<file path="src/rtl/operand_fetch.sv">
// Operand fetch stage: issues register file reads, tracks in-flight writes with a busy-bit
// scoreboard, owns the write port. Optional forwarding of same-cycle writeback: REGFILE_BYPASS_EN.
module operand_fetch #(
    parameter int XLEN = 32,
    parameter int AW   = 5,
    parameter int NREG = 32
) (
    input  logic            clk,
    input  logic            rst,
    input  logic            id_valid,
    output logic            id_ready,
    input  logic [AW-1:0]   id_rs1,
    input  logic [AW-1:0]   id_rs2,
    input  logic [AW-1:0]   id_rd,
    input  logic            id_rd_en,
    output logic            op_valid,
    input  logic            op_ready,
    output logic [XLEN-1:0] op_a,
    output logic [XLEN-1:0] op_b,
    output logic [AW-1:0]   op_rd,
    output logic            op_rd_en,
    input  logic            wb_valid,
    input  logic [AW-1:0]   wb_rd,
    input  logic [XLEN-1:0] wb_data,
    output logic [AW-1:0]   rf_rr1,
    output logic [AW-1:0]   rf_rr2,
    input  logic [XLEN-1:0] rf_rd1,
    input  logic [XLEN-1:0] rf_rd2,
    output logic            rf_we,
    output logic [AW-1:0]   rf_wr,
    output logic [XLEN-1:0] rf_wd
);

    typedef enum logic [1:0] {
        IDLE  = 2'd0,
        READ  = 2'd1,
        VALID = 2'd2
    } state_t;

    state_t          state, state_nxt;
    logic [NREG-1:0] busy, busy_nxt;
    logic            hazard;
    logic            accept;
    logic            rs1_stall, rs2_stall;
    logic            hit1, hit2;
    logic [XLEN-1:0] fwd_wd;

    logic [AW-1:0]   rs1_p0, rs2_p0, rd_p0;
    logic            rd_en_p0;

    logic            vld_p1;
    logic [XLEN-1:0] op_a_p1, op_b_p1;
    logic [AW-1:0]   op_rd_p1;
    logic            op_rd_en_p1;

    // x0 always reads as zero; otherwise a forwarded write beats the stale register file value.
    function automatic logic [XLEN-1:0] pick_operand(
        input logic [AW-1:0]   rs,
        input logic            hit,
        input logic [XLEN-1:0] fwd,
        input logic [XLEN-1:0] rf
    );
        if (rs == '0) return '0;
        if (hit)      return fwd;
        return rf;
    endfunction

    assign rf_we = wb_valid && (wb_rd != '0);
    assign rf_wr = wb_rd;
    assign rf_wd = wb_data;

`ifdef REGFILE_BYPASS_EN
    logic wb_hit1, wb_hit2;
    logic byp1_p0, byp2_p0;
    logic [XLEN-1:0] byp_wd_p0;

    assign wb_hit1   = wb_valid && (wb_rd == id_rs1);
    assign wb_hit2   = wb_valid && (wb_rd == id_rs2);
    assign rs1_stall = busy[id_rs1] && !wb_hit1;
    assign rs2_stall = busy[id_rs2] && !wb_hit2;

    // Register file returns the pre-write value, so capture the write data at the accept edge.
    always_ff @(posedge clk) begin
        if (accept) begin
            byp1_p0   <= wb_hit1;
            byp2_p0   <= wb_hit2;
            byp_wd_p0 <= wb_data;
        end
    end

    assign hit1   = byp1_p0;
    assign hit2   = byp2_p0;
    assign fwd_wd = byp_wd_p0;
`else
    assign rs1_stall = busy[id_rs1];
    assign rs2_stall = busy[id_rs2];
    assign hit1      = 1'b0;
    assign hit2      = 1'b0;
    assign fwd_wd    = '0;
`endif

    assign hazard = rs1_stall || rs2_stall || (id_rd_en && busy[id_rd]);

    always_ff @(posedge clk or negedge rst) begin
        if (!rst) begin
            state <= IDLE;
            busy  <= '0;
        end else begin
            state <= state_nxt;
            busy  <= busy_nxt;
        end
    end

    always_comb begin
        state_nxt = state;
        id_ready  = 1'b0;
        accept    = 1'b0;
        rf_rr1    = rs1_p0;
        rf_rr2    = rs2_p0;
        case (state)
            IDLE: begin
                id_ready = !hazard;
                accept   = id_valid && !hazard;
                rf_rr1   = id_rs1;
                rf_rr2   = id_rs2;
                if (accept) state_nxt = READ;
            end
            READ: begin
                state_nxt = VALID;
            end
            VALID: begin
                if (op_ready) state_nxt = IDLE;
            end
            default: begin
                state_nxt = IDLE;
            end
        endcase
    end

    // Set after clear so a register reissued in the same cycle its write retires stays busy.
    always_comb begin
        busy_nxt = busy;
        if (wb_valid) busy_nxt[wb_rd] = 1'b0;
        if (accept && id_rd_en && (id_rd != '0)) busy_nxt[id_rd] = 1'b1;
        busy_nxt[0] = 1'b0;
    end

    // p0: instruction fields captured at accept; read addresses replayed from here in READ.
    always_ff @(posedge clk) begin
        if (accept) begin
            rs1_p0   <= id_rs1;
            rs2_p0   <= id_rs2;
            rd_p0    <= id_rd;
            rd_en_p0 <= id_rd_en;
        end
    end

    // p1: operands captured from registered read data, held until downstream takes them.
    always_ff @(posedge clk or negedge rst) begin
        if (!rst) begin
            vld_p1      <= 1'b0;
            op_a_p1     <= '0;
            op_b_p1     <= '0;
            op_rd_p1    <= '0;
            op_rd_en_p1 <= 1'b0;
        end else if (state == READ) begin
            vld_p1      <= 1'b1;
            op_a_p1     <= pick_operand(rs1_p0, hit1, fwd_wd, rf_rd1);
            op_b_p1     <= pick_operand(rs2_p0, hit2, fwd_wd, rf_rd2);
            op_rd_p1    <= rd_p0;
            op_rd_en_p1 <= rd_en_p0;
        end else if ((state == VALID) && op_ready) begin
            vld_p1 <= 1'b0;
        end
    end

    assign op_valid = vld_p1;
    assign op_a     = op_a_p1;
    assign op_b     = op_b_p1;
    assign op_rd    = op_rd_p1;
    assign op_rd_en = op_rd_en_p1;

endmodule

</file>
<file path="config.mk">
export PLATFORM = sky130hd
export DESIGN_NAME = operand_fetch
export DESIGN_NICKNAME = d
export VERILOG_FILES = /design/src/rtl/operand_fetch.sv
export SDC_FILE = /design/constraint.sdc
export NUM_CORES = 1
export LEC_CHECK = 0
export CAP_MARGIN = 25
export CORE_MARGIN = 8
export CORE_UTILIZATION = 29
export DETAILED_ROUTE_END_ITERATION = 6
export GPL_ROUTABILITY_DRIVEN = 0
export GPL_TIMING_DRIVEN = 0
export PLACE_DENSITY_LB_ADDON = 0.25
export SLEW_MARGIN = 20
export SYNTH_ARGS = -nofsm -noshare
export SYNTH_HDL_FRONTEND = slang
export SYNTH_SLANG_ARGS = --single-unit
export TNS_END_PERCENT = 100
</file>
<file path="constraint.sdc">
create_clock -name clk -period 3.9 [get_ports clk]
set_input_delay 0.39 -clock clk [delete_from_list [all_inputs] [get_ports clk]]
set_output_delay 0.39 -clock clk [all_outputs]
set_load 0.005 [all_outputs]
</file>
Word-level counts from Yosys, hierarchy flattened:

Index checks and enable logic that the tools add are counted.

* $lt $le $gt $ge: 6
* eq/ne operators: 4
* muxes and demuxes: 35
* bitwise operators: 3
* reduce and logical (&&, ||, !) cells: 18

Operators with widths (count)
* 32-bit 2-to-1 mux: 8
* 32-bit bitwise AND: 1
* 32-bit inverter: 1
* 32-bit OR: 1
* 5-bit by 6-bit less-than comparator with 1-bit output (second input constant): 4
* 1-bit 2-to-1 mux: 17
* 1-bit binary-select mux with 5-bit select: 3
* 1-bit demux with 5-bit select: 2
* 5-bit by 1-bit >= comparator with 1-bit output (second input constant): 2
* 5-bit zero test: 2
* 5-bit 2-to-1 mux: 2
* 5-bit nonzero test: 2
* 1-bit logical AND: 8
* 2-bit case mux with 3 select lines: 1
* 2-bit 2-to-1 mux: 2
* 2-bit != test (second input constant): 2
* 2-bit by 1-bit == test with 1-bit output (second input constant): 1
* 2-bit == test (second input constant): 1
* 2-bit zero test: 1
* 1-bit logical OR: 2
* 2-bit AND reduction: 1
* 2-bit nonzero test: 1
* 1-bit zero test: 1

* register bits after elaboration: 120
* input port bits: 122
* output and inout bits: 120
* word-level logic and storage cells: 77

Logic depth before layout (Yosys ltp):

Gate-level depths: netlist (run 1).

* depth after elaboration: 10
* gate-level depth with buffers: 8
* gate-level depth less buffers: 6

Least setup slack after synthesis (run 1):

No wires, ideal clock.

* path type: input-to-reg
* from: in id_rs2[1]
* to: reg rd_en_p0, enable pin
* library setup time: 0.414 ns
* data arrival time: 3.228 ns
* required time: 3.486 ns
* setup slack: 0.258 ns
* stages on the path: 7
* path buffers: 2
* cell sequence: clkbuf_1 -> mux4_2 -> o2111ai_1 -> and3_1 -> nand3_1 -> buf_2 -> a211oi_1

* cells in the longest elaborated chain, start to end: 7

RTL lines
* start, declared: line 13 `input logic [AW-1:0] id_rs2,`
* 1-bit binary-select mux with 5-bit select: line 96 `assign rs2_stall = busy[id_rs2];`
* 1-bit 2-to-1 mux (not written as such): line 96
* 1-bit logical OR (2 in a row): line 102 `assign hazard = rs1_stall || rs2_stall || (id_rd_en && busy[id_rd]);`
* 1-bit zero test: line 123 `accept = id_valid && !hazard;`
* 1-bit logical AND: line 123
* 1-bit 2-to-1 mux: line 120 `case (state)`
* via accept: line 43 `logic accept;`
* end signal, assigned: line 154 `rd_en_p0 <= id_rd_en;`
* end, declared: line 49 `logic rd_en_p0;`

The timed path passes the listed nets, and every way through them passes these cells. The select of a mux whose other input is x is not followed.
A chain may end at the register's enable or synchronous reset.

Final worst setup path (run 1):

* from: in id_rd[0]
* to: out id_ready

* cells in the longest elaborated chain, start to end: 6

RTL lines
* start, declared: line 14 `input logic [AW-1:0] id_rd,`
* 1-bit binary-select mux with 5-bit select: line 102
* 1-bit 2-to-1 mux (not written as such): line 102
* 1-bit logical AND: line 102
* 1-bit logical OR: line 102
* 1-bit zero test: line 122 `id_ready = !hazard;`
* 1-bit 2-to-1 mux: line 120
* end, declared: line 11 `output logic id_ready,`

No other way between the ends. The select of a mux whose other input is x is not followed.

==> results.md, run 1 <==
* Worst-path fanout max at 10
* Largest net degree at the start of global routing at 66
* Number of inserted diodes at 0
* Pleak at between 3 and 4 nW
* Initial DRC Count at roughly 400
* Measured slew at the worst slew-check pin at 0.677 ns
* Clock sinks at 120
* Max VDD drop at between 200 and 250 uV
* Routed wire length at 20.8 mm
* Die area at around 0.025 mm^2
* Initial antenna violation count at 0
* Max-Cap Viols at 0
* Final nets at roughly 850
* DR DRC count at 0
* GRT Residual Overflow at 0
* Setup Skew at approximately 0.010 ns
* Syn avg cell area at about 12 um^2
* I/O pins at about 240
* Syn_nets at about 620
* Post-synth top area share at 43.9%
* H-tree levels at 4
* #FFs+latches synth at 120
* Critical path cell sequence: clkdlybuf4s50_1, clkbuf_1, nor2b_1, a221oi_2, o22ai_2, and2_1, a21oi_1, clkdlybuf4s50_1
* Final hold violation count at 0
* Area delta synth->final at 52.8%
* Async set-reset flop share out of synthesis at 86.7%
* Primary FF master, synth: dfrtp_1
* CP peak stage delay at 0.64 ns
* CTS max path bufs at 2
* Setup CP Type: input pin to output pin
* Num CTS Buffers at 17
* Unrepaired setup endpoints after global routing: no
* Vias in the first global route at about 5500
* YS warnings at 0
* Post-synth EDFFs at 16
* Total track usage at 16.2%
* Drt pass-1 iters at 5
* Synth top area cells: dfrtp_1 44%, a22o_1 9.5%, edfxtp_1 8.1%
* Core area at approximately 0.02 mm^2
* Die Width at between 150 and 200 um
* Post-Syn Area at around 0.0059 mm^2
* CTS tree: yes
* Cell variety after synth at 51
* Mapped Cells at just under 500
* DR WL/cell at just over 20 um
* CP endpoint kind: output pin
* Die H at about 160 um
* Final setup viols at 0
* Initial core utilization at just under 30%
* Rows at 52
* Crit path top cell by count: clkdlybuf4s50_1
* Max Clock Freq at approximately 0.27 GHz
* Total number of vias at between 5000 and 6000
* Hold Path Class: input pin to asynchronous set/reset pin
* Clk_lat worst skew at 0.41 ns
* Final worst-path cycle share at 93.9%
* First-pass GRT wire length at 32.6 mm
* Share of post-route cells with drive strength above 1 at between 15 and 20%
* Leading area contributor after synthesis: dfrtp_1
* Buffers added on ports at 209
* Total Neg Setup Slack at 0 ns
* Most frequent cells in the layout: 208 x clkdlybuf4s50_1, 104 x dfrtp_1, 64 x a22o_1, 42 x o21ai_0, 40 x buf_4
* Critical path launch point type: input pin
* Worst EP required at 3.51 ns
* Post-route ant nets at 0
* Register area share after synthesis at around 52%
* Power density cells at about 620 mW/mm^2
* R2R setup slack at ~0.90 ns
* Post-layout min period at about 3.7 ns
* Outcome: finished clean
* Hpwl dp at around 16 mm
* Via-per-instance ratio at between 5 and 6
* Commonest non-fill, non-tap cell in the layout: clkdlybuf4s50_1
* Worst-path clk slew at 0.06 ns
* Hold slack at about 0.46 ns
* Fin. max-slew vios at 0
* Clock root cell: clkbuf_16
* Slew margin rel. at a little over half
* Crit path max-delay cell type: clkdlybuf4s50_1
* Worst Path Arrival at between 3 and 4 ns
[timing repair]
| item | CTS | global route |
|---|---|---|
| gates resized for setup | 0 | 4 |
| hold buffers | 1 | 0 |
| setup endpoints to repair | 0 | 1 |
| hold endpoints to repair | 39 | 0 |
| buffers inserted | 0 | 2 |
[power by group]
group | leakage (nW) | internal (mW) | switching [mW] | total, mW
sequential | 1.48 | 1.72 | 0.280 | 2.00
clock | 0.308 | 1.05 | 0.547 | 1.60
combinational | 1.91 | 1.28 | 0.739 | 2.02
total | 3.70 | 4.05 | 1.57 | 5.62
[cells in the mapped netlist, types with 2 or more instances]
library cell and count:
a2111oi_0 2, a211oi_1 2, a21oi_1 6, a221oi_1 4
a221oi_2 4, a22o_1 64, a22oi_1 2, and2_1 4
buf_2 7, buf_4 37, buf_6 2, clkbuf_1 23
dfrtp_1 104, edfxtp_1 16, inv_1 7, mux2_1 7
mux2_2 19, mux2_4 2, mux2i_1 10, mux4_2 12
nand2_1 16, nand2b_1 9, nand3_1 7, nand3b_1 5
nand4_1 8, nand4b_1 2, nor2_1 12, nor2b_1 9
nor3_1 2, o21ai_0 42, o21ai_1 14, o31ai_1 6
o41ai_1 2, or3_1 6, or3b_2 2, or4b_1 3
[path summary, 6_finish.rpt]
check	endpoint	start	depth (start not counted)
setup / recovery	id_ready	id_rd[0]	8
max in group asynchronous	busy[7]	rst	3
hold / removal	op_a[11]	rst	2
setup reg to reg	rs2_p0[0]	busy[5]	9
min in group clk	op_rd[0]	rd_p0[0]	1
hold reg to reg	op_rd[0]	rd_p0[0]	1
[per-stage QoR]
step / cells / util [%] / setup slack (ns) / total power, mW / area (um^2)
floorplan: 494 / - / 0.258 / 2.73 / 5920
global placement: 973 / 41.4 / -1.39 / 3.99 / 8350
detailed placement: 975 / 41.7 / 0.0288 / 4.04 / 8410
CTS: 1007 / 44.8 / 0.000618 / 5.68 / 9030
global route: 1007 / 44.9 / 0.0527 / 5.93 / 9050
finish: 1007 / 44.9 / 0.237 / 5.62 / 9050
[logic make-up after synthesis]
| kind of cell | count (synthesis) | synth area share [%] |
|---|---|---|
| AO/OA/AOI/OAI | 158 | 20.0 |
| flip-flops | 120 | 52.0 |
| AND/OR/NAND/NOR | 90 | 8.66 |
| buffers and inverters | 76 | 7.56 |
| multiplexers | 50 | 11.7 |
[final cells by class]
| type | count | area (um^2) |
|---|---|---|
| buffer | 67 | 419 |
| fill | 1864 | 11100 |
| multi-input combinational | 298 | 2410 |
| timing repair buffer | 214 | 2160 |
| inverter | 7 | 26.3 |
| tap | 270 | 338 |
| clock buffer | 19 | 464 |
| clock inverter | 12 | 148 |
| sequential | 120 | 3080 |
[flip-flops by register name, summed over array words and instances (netlist names)]
name / cells
op_a: 32
op_b: 32
busy: 31
op_rd: 5
rd_p0: 5
rs1_p0: 5
rs2_p0: 5
state: 2
op_rd_en: 1
op_valid: 1
rd_en_p0: 1
[metal layers]
metal	global-route usage [%]	routed length, um	vias up
met4	4.33	281	0
met1	21.2	9280	2569
met3	6.26	1980	24
met2	24.7	9220	308
li1	-	-	2325
met5	0	0	-
[worst max-delay path, delay by kind of cell]
family	cells	cell delay [ns]
buf+inv	3	1.57
compound gates	3	0.54
simple gates	2	0.77
Note: power is estimated with default switching activity, not from simulation.
==> inputs of run 2 (changes only) <==
--- a/config.mk
+++ b/config.mk
@@ -9,10 +9,9 @@
 export CORE_MARGIN = 8
 export CORE_UTILIZATION = 29
 export DETAILED_ROUTE_END_ITERATION = 6
-export GPL_ROUTABILITY_DRIVEN = 0
 export GPL_TIMING_DRIVEN = 0
 export PLACE_DENSITY_LB_ADDON = 0.25
-export SLEW_MARGIN = 20
+export SLEW_MARGIN = 40
 export SYNTH_ARGS = -nofsm -noshare
 export SYNTH_HDL_FRONTEND = slang
 export SYNTH_SLANG_ARGS = --single-unit
==> run 2 against run 1 <==
Net effect: the run now ends with DRC left; cell area barely moved; worst hold slack got worse by 0.019 ns; first-iteration DRC count down 0.26%; via count grew 0.44%; clock-buffer cell count shrank 2; utilization about the same; highest routed layer is now met5; sequential power about the same.
==> results.md, run 2 (same netlist as run 1, synthesis figures left out) <==
* Drt pass-1 iters at 7
* Total Neg Setup Slack at 0 ns
* CTS tree: yes
* Total number of vias at roughly 5200
* Post-layout min period at approximately 3.7 ns
* Final core occ at approximately 45%
* Crit path top cell by count: clkdlybuf4s50_1
* Worst-path clk slew at roughly 0.060 ns
* Clk_lat worst skew at between 0.4 and 0.5 ns
* Hpwl dp at ~16 mm
* Setup CP Type: input pin to output pin
* Hold slack at approximately 0.44 ns
* Max VDD drop at around 230 uV
* Worst Path Arrival at about 3.3 ns
* Vias in the first global route at 5416
* Max Clock Freq at between 0.2 and 0.3 GHz
* CTS max path bufs at 2
* Number of inserted diodes at 0
* Critical path launch point type: input pin
* Rows at 52
* Outcome: finished, violations left
* First-pass GRT wire length at between 30 and 40 mm
* Failing checks: DRC
* Commonest non-fill, non-tap cell in the layout: clkdlybuf4s50_1
* Total track usage at about 17%
* Power density cells at 626 mW/mm^2
* Slew margin rel. at between 50% and 60%
* Share of post-route cells with drive strength above 1 at between 10% and 20%
* Crit path max-delay cell type: clkdlybuf4s50_1
* Final worst-path cycle share at roughly 95%
* Most frequent cells in the layout: 208 x clkdlybuf4s50_1, 104 x dfrtp_1, 64 x a22o_1, 42 x o21ai_0, 40 x buf_4
* DP Cell Count at approximately 1000
* Max-Cap Viols at 0
* Final hold violation count at 0
* Critical path cell sequence: clkdlybuf4s50_1, clkbuf_4, mux4_2, inv_1, a2111oi_0, a311oi_2, nand3_2, buf_2, a21oi_1, clkdlybuf4s50_1
* Measured slew at the worst slew-check pin at 0.700 ns
* Initial antenna violation count at 2
* Die Width at about 160 um
* Setup Skew at ~0.011 ns
* Num CTS Buffers at 17
* Fin. max-slew vios at 0
* Unrepaired setup endpoints after global routing: no
* Total Power at about 5.7 mW
* Die area at 0.0253 mm^2
* Pleak at approximately 3.7 nW
* Final Wtd Congestion at between 0.8 and 0.9
* Post-route ant nets at 0
* Final setup viols at 0
* Worst-path fanout max at 10
* CP peak stage delay at roughly 0.55 ns
* Clock root cell: clkbuf_16
* H-tree levels at 4
* Largest net degree at the start of global routing at 63
* Initial core utilization at 29.4%
* Core area at around 0.02 mm^2
* Area delta synth->final at 52.9%
* Routed wire length at ~21 mm
* Final nets at 847
* Fillers at ~1900
* Die H at approximately 160 um
* DR WL/cell at between 20 and 25 um
* DR DRC count at 3
* GRT Residual Overflow at 0
* Via-per-instance ratio at about 5.2
* R2R setup slack at 0.86 ns
* I/O pins at approximately 240
* CP endpoint kind: output pin
* Layout Cells excl Fill at between 1000 and 1500
* Worst EP required at between 3 and 4 ns
* Clock sinks at 120
* Buffers added on ports at between 200 and 250
* Initial DRC Count at approximately 390
* Hold Path Class: input pin to asynchronous set/reset pin
## run 2: changes by cell type in the layout (fill, tap and decap cells not counted)
| cell | delta |
|---|---|
| buf_6 | -1 |
| bufinv_16 | +1 |
| clkbuf_16 | -1 |
| clkbuf_4 | +1 |
| clkbuf_8 | -1 |
| clkinv_2 | -3 |
| clkinv_4 | +1 |
| clkinvlp_4 | +1 |
| inv_4 | -1 |
| inv_6 | +3 |
## run 2: layout make-up
cell class | instances | area (um^2) | share of cell area [%]
flip-flops and latches | 120 | 3080 | 34.0
multi-input cells | 298 | 2410 | 26.6
repair buffers | 214 | 2160 | 23.8
clock buffers | 17 | 425 | 4.70
plain buffers | 67 | 419 | 4.63
well taps | 270 | 338 | 3.73
clock inverters | 14 | 199 | 2.20
inverters | 7 | 26.3 | 0.290
## run 2: critical path, delay by kind of cell
family,cells,cell delay [ns]
compound gates,3,0.69
mux,1,0.51
simple gates,1,0.16
buf+inv,5,1.55
## run 2: per-stage QoR
step | area (um^2) | worst slack, ns
after CTS | 9030 | 0.0169
after global placement | 8350 | -1.47
after global routing | 9060 | 0.0432
after detailed placement | 8410 | -0.0465
final | 9060 | 0.204
after floorplan | 5920 | 0.258
## run 2: per-layer routing
metal  routed length (um)  GRT usage [%]  up-vias
li1                     -              -     2320
met1                 9290           21.6     2574
met2                 9260           24.6      317
met3                 2000           6.41       34
met4                  363           5.96        4
met5                   27              0        -
## run 2: path summary, 6_finish.rpt
path | start | end | cells past startpoint
min in group clk | rd_p0[4] | op_rd[4] | 1
worst max-delay path | id_rs2[0] | id_ready | 10
max in group asynchronous | rst | busy[1] | 3
worst min register to register | rd_p0[4] | op_rd[4] | 1
worst min-delay path | rst | op_a[16] | 2
worst max register to register | busy[5] | rs1_p0[4] | 9
## run 2: where the power goes
part	total (mW)	internal, mW	switching [mW]
Sequential	2.00	1.72	0.281
Clock	1.65	1.07	0.584
Combinational	2.02	1.28	0.738
Total	5.67	4.07	1.60
## run 2: timing repair
action,CTS,global route
pin swaps,0,2
resized for setup,0,3
hold buffers,1,0
setup endpoints to repair,1,1
endpoints found under the hold margin,42,0
setup buffers,0,2
==> inputs of run 3 (changes only) <==
--- a/config.mk
+++ b/config.mk
@@ -6,10 +6,10 @@
 export NUM_CORES = 1
 export LEC_CHECK = 0
 export CAP_MARGIN = 25
+export CORE_ASPECT_RATIO = 1.5
 export CORE_MARGIN = 8
 export CORE_UTILIZATION = 29
 export DETAILED_ROUTE_END_ITERATION = 6
-export GPL_TIMING_DRIVEN = 0
 export PLACE_DENSITY_LB_ADDON = 0.25
 export SLEW_MARGIN = 40
 export SYNTH_ARGS = -nofsm -noshare
==> run 3 against run 2 <==
Net effect: the run now ends clean; clock power is 5% lower; critical path depth is 2 lower; first-iteration DRC count is 26% lower; via count is 8.7% lower; flip-flop and latch count stayed put; worst hold slack worse by 0.41 ns; sequential share of layout area is 3.0 points higher; power is 3.6% lower; fmax is 6.5% higher; clock-buffer cell count is 5 higher; cell count is 9.7% lower.
==> results.md, run 3 (same netlist as run 1, synthesis figures left out) <==
* Drt pass-1 iters at 7
* Die H at between 150 and 200 um
* Worst Path Arrival at 3.08 ns
* Crit path top cell by count: clkdlybuf4s50_1
* FF-to-FF End: busy[4]
* I/O pins at ~240
* Post-route ant nets at 0
* Rows at between 60 and 70
* Outcome: finished clean
* Register share of total power at 36.6%
* Net Sw Frac at 28.2%
* Initial antenna violation count at 0
* Max-Cap Viols at 0
* Max Clock Freq at roughly 0.29 GHz
* Crit path max-delay cell type: clkdlybuf4s50_1
* Total number of vias at between 4000 and 5000
* Most frequent cells in the layout: 176 x clkdlybuf4s50_1, 104 x dfrtp_1, 64 x a22o_1, 42 x o21ai_0, 19 x mux2_2
* Final nets at between 700 and 800
* Placed Area at between 0.007 and 0.008 mm^2
* Number of inserted diodes at 0
* Critical path cell sequence: clkdlybuf4s50_1, mux2_1, a221oi_1, a2111oi_0, a311oi_2, nand3_1, a21oi_1, clkdlybuf4s50_1
* CP peak stage delay at ~0.75 ns
* Fin. max-slew vios at 0
* Die area at about 0.025 mm^2
* Final instance area at between 0.008 and 0.009 mm^2
* Num CTS Buffers at 17
* Total track usage at ~16%
* Slew margin rel. at between 40% and 50%
* DP Cell Count at 877
* Initial core utilization at 29.2%
* Final hold violation count at 0
* Clock sinks at 120
* Hold Path Class: input pin to asynchronous set/reset pin
* Post-cts resize count at 0
* Setup Skew at approximately 0.0084 ns
* Final worst-path cycle share at between 80% and 90%
* Via-per-instance ratio at between 5 and 6
* Hpwl dp at roughly 15 mm
* Post-layout min period at approximately 3.5 ns
* GRT Residual Overflow at 0
* R2R cell count at 6
* Clock root cell: clkbuf_16
* Final Wtd Congestion at ~1.0
* Power density cells at ~660 mW/mm^2
* Max VDD drop at ~270 uV
* Clk_lat worst skew at roughly 0.4 ns
* Layout Cells excl Fill at just over 900
* Commonest non-fill, non-tap cell in the layout: clkdlybuf4s50_1
* Final setup viols at 0
* Clock power frac at around 28%
* Vias in the first global route at approximately 5200
* CP endpoint kind: output pin
* Initial DRC Count at between 200 and 300
* # hold bufs at CTS at 0
* Routed wire length at 19.8 mm
* CTS tree: yes
* Die Width at 133 um
* R2R setup slack at about 1.2 ns
* Pleak at roughly 3.3 nW
* Setup bufs post-CTS at 0
* Worst-path clk slew at 0.05 ns
* DR DRC count at 0
* Buffers added on ports at between 150 and 200
* Combinational Power Share at 34.9%
* Worst EP required at around 3.5 ns
* DR WL/cell at roughly 22 um
* P_int at 3.93 mW
* Worst Path Buf+Inv at 2
* CTS max path bufs at 2
* Setup CP Type: input pin to output pin
* Unrepaired setup endpoints after global routing: no
* Worst-path fanout max at 10
* Reg-to-Reg Start: busy[5]
* Switching power at roughly 1.5 mW
* Delay-heaviest family, CP: buffers and inverters
* Area delta synth->final at 40.4%
* Total Neg Setup Slack at 0 ns
* Critical path launch point type: input pin
* H-tree levels at 4
* Share of post-route cells with drive strength above 1 at 13.8%
* Measured slew at the worst slew-check pin at 0.847 ns
* Core area at a little over 0.02 mm^2
* Largest net degree at the start of global routing at 84
* First-pass GRT wire length at between 30 and 40 mm
==> run 3: cell types whose count changed in the layout (fill, tap and decap cells not counted), sizes merged <==
| cell | change |
|---|---|
| buf | -38 |
| clkdlybuf4s50 | -32 |
| clkbuf | -17 |
| clkinv | -3 |
| bufinv | -2 |
| clkinvlp | +2 |
| dlygate4sd3 | -1 |
| inv | -1 |
==> run 3: stage by stage <==
stage               hold slack [ns]  utilization [%]  setup WS, ns  total power [mW]
floorplan                    0.0944                -         0.258              2.73
global placement              0.455             38.1         0.433              3.92
detailed placement            0.464             38.1         0.440              3.96
CTS                          0.0647             41.0         0.417              5.56
global route                 0.0785             41.0         0.295              5.78
finish                       0.0269             41.0         0.429              5.47
==> run 3: power groups by stage <==
stage | registers, mW | clock network [mW] | logic [mW]
floorplan | 1.99 | 0 | 0.738
global placement | 2.01 | 0 | 1.91
detailed placement | 2.03 | 0 | 1.93
CTS | 2.01 | 1.60 | 1.95
global route | 2.07 | 1.66 | 2.05
finish | 2.00 | 1.56 | 1.91
==> run 3: per-layer routing <==
| layer | wire length (um) | global-route usage [%] | vias to the layer above |
|---|---|---|---|
| met5 | 0 | 0 | - |
| met4 | 916 | 9.21 | 0 |
| met3 | 1340 | 4.23 | 47 |
| met2 | 10000 | 27.0 | 219 |
| met1 | 7570 | 17.1 | 2403 |
| li1 | - | - | 2124 |
==> run 3: how the worst max path moves through the flow <==
stage,from,end,slack [ns],cells past startpoint
after global routing,id_rs2[2],id_ready,0.29,8
after floorplan,id_rs2[1],rd_en_p0,0.26,7
after global placement,id_rd[1],busy[4],0.43,8
after detailed placement,id_rs2[2],id_ready,0.44,8
final,id_rs2[2],id_ready,0.43,8
after CTS,id_rs2[2],id_ready,0.42,8
==> run 3: final cells by class <==
class                   instances  area (um^2)
fillers                      1912        11900
inverters                       7         26.3
multi-input cells             298         2410
clock buffers                  22          475
repair buffers                188         1870
clock inverters                10          116
flip-flops and latches        120         3080
well taps                     264          330
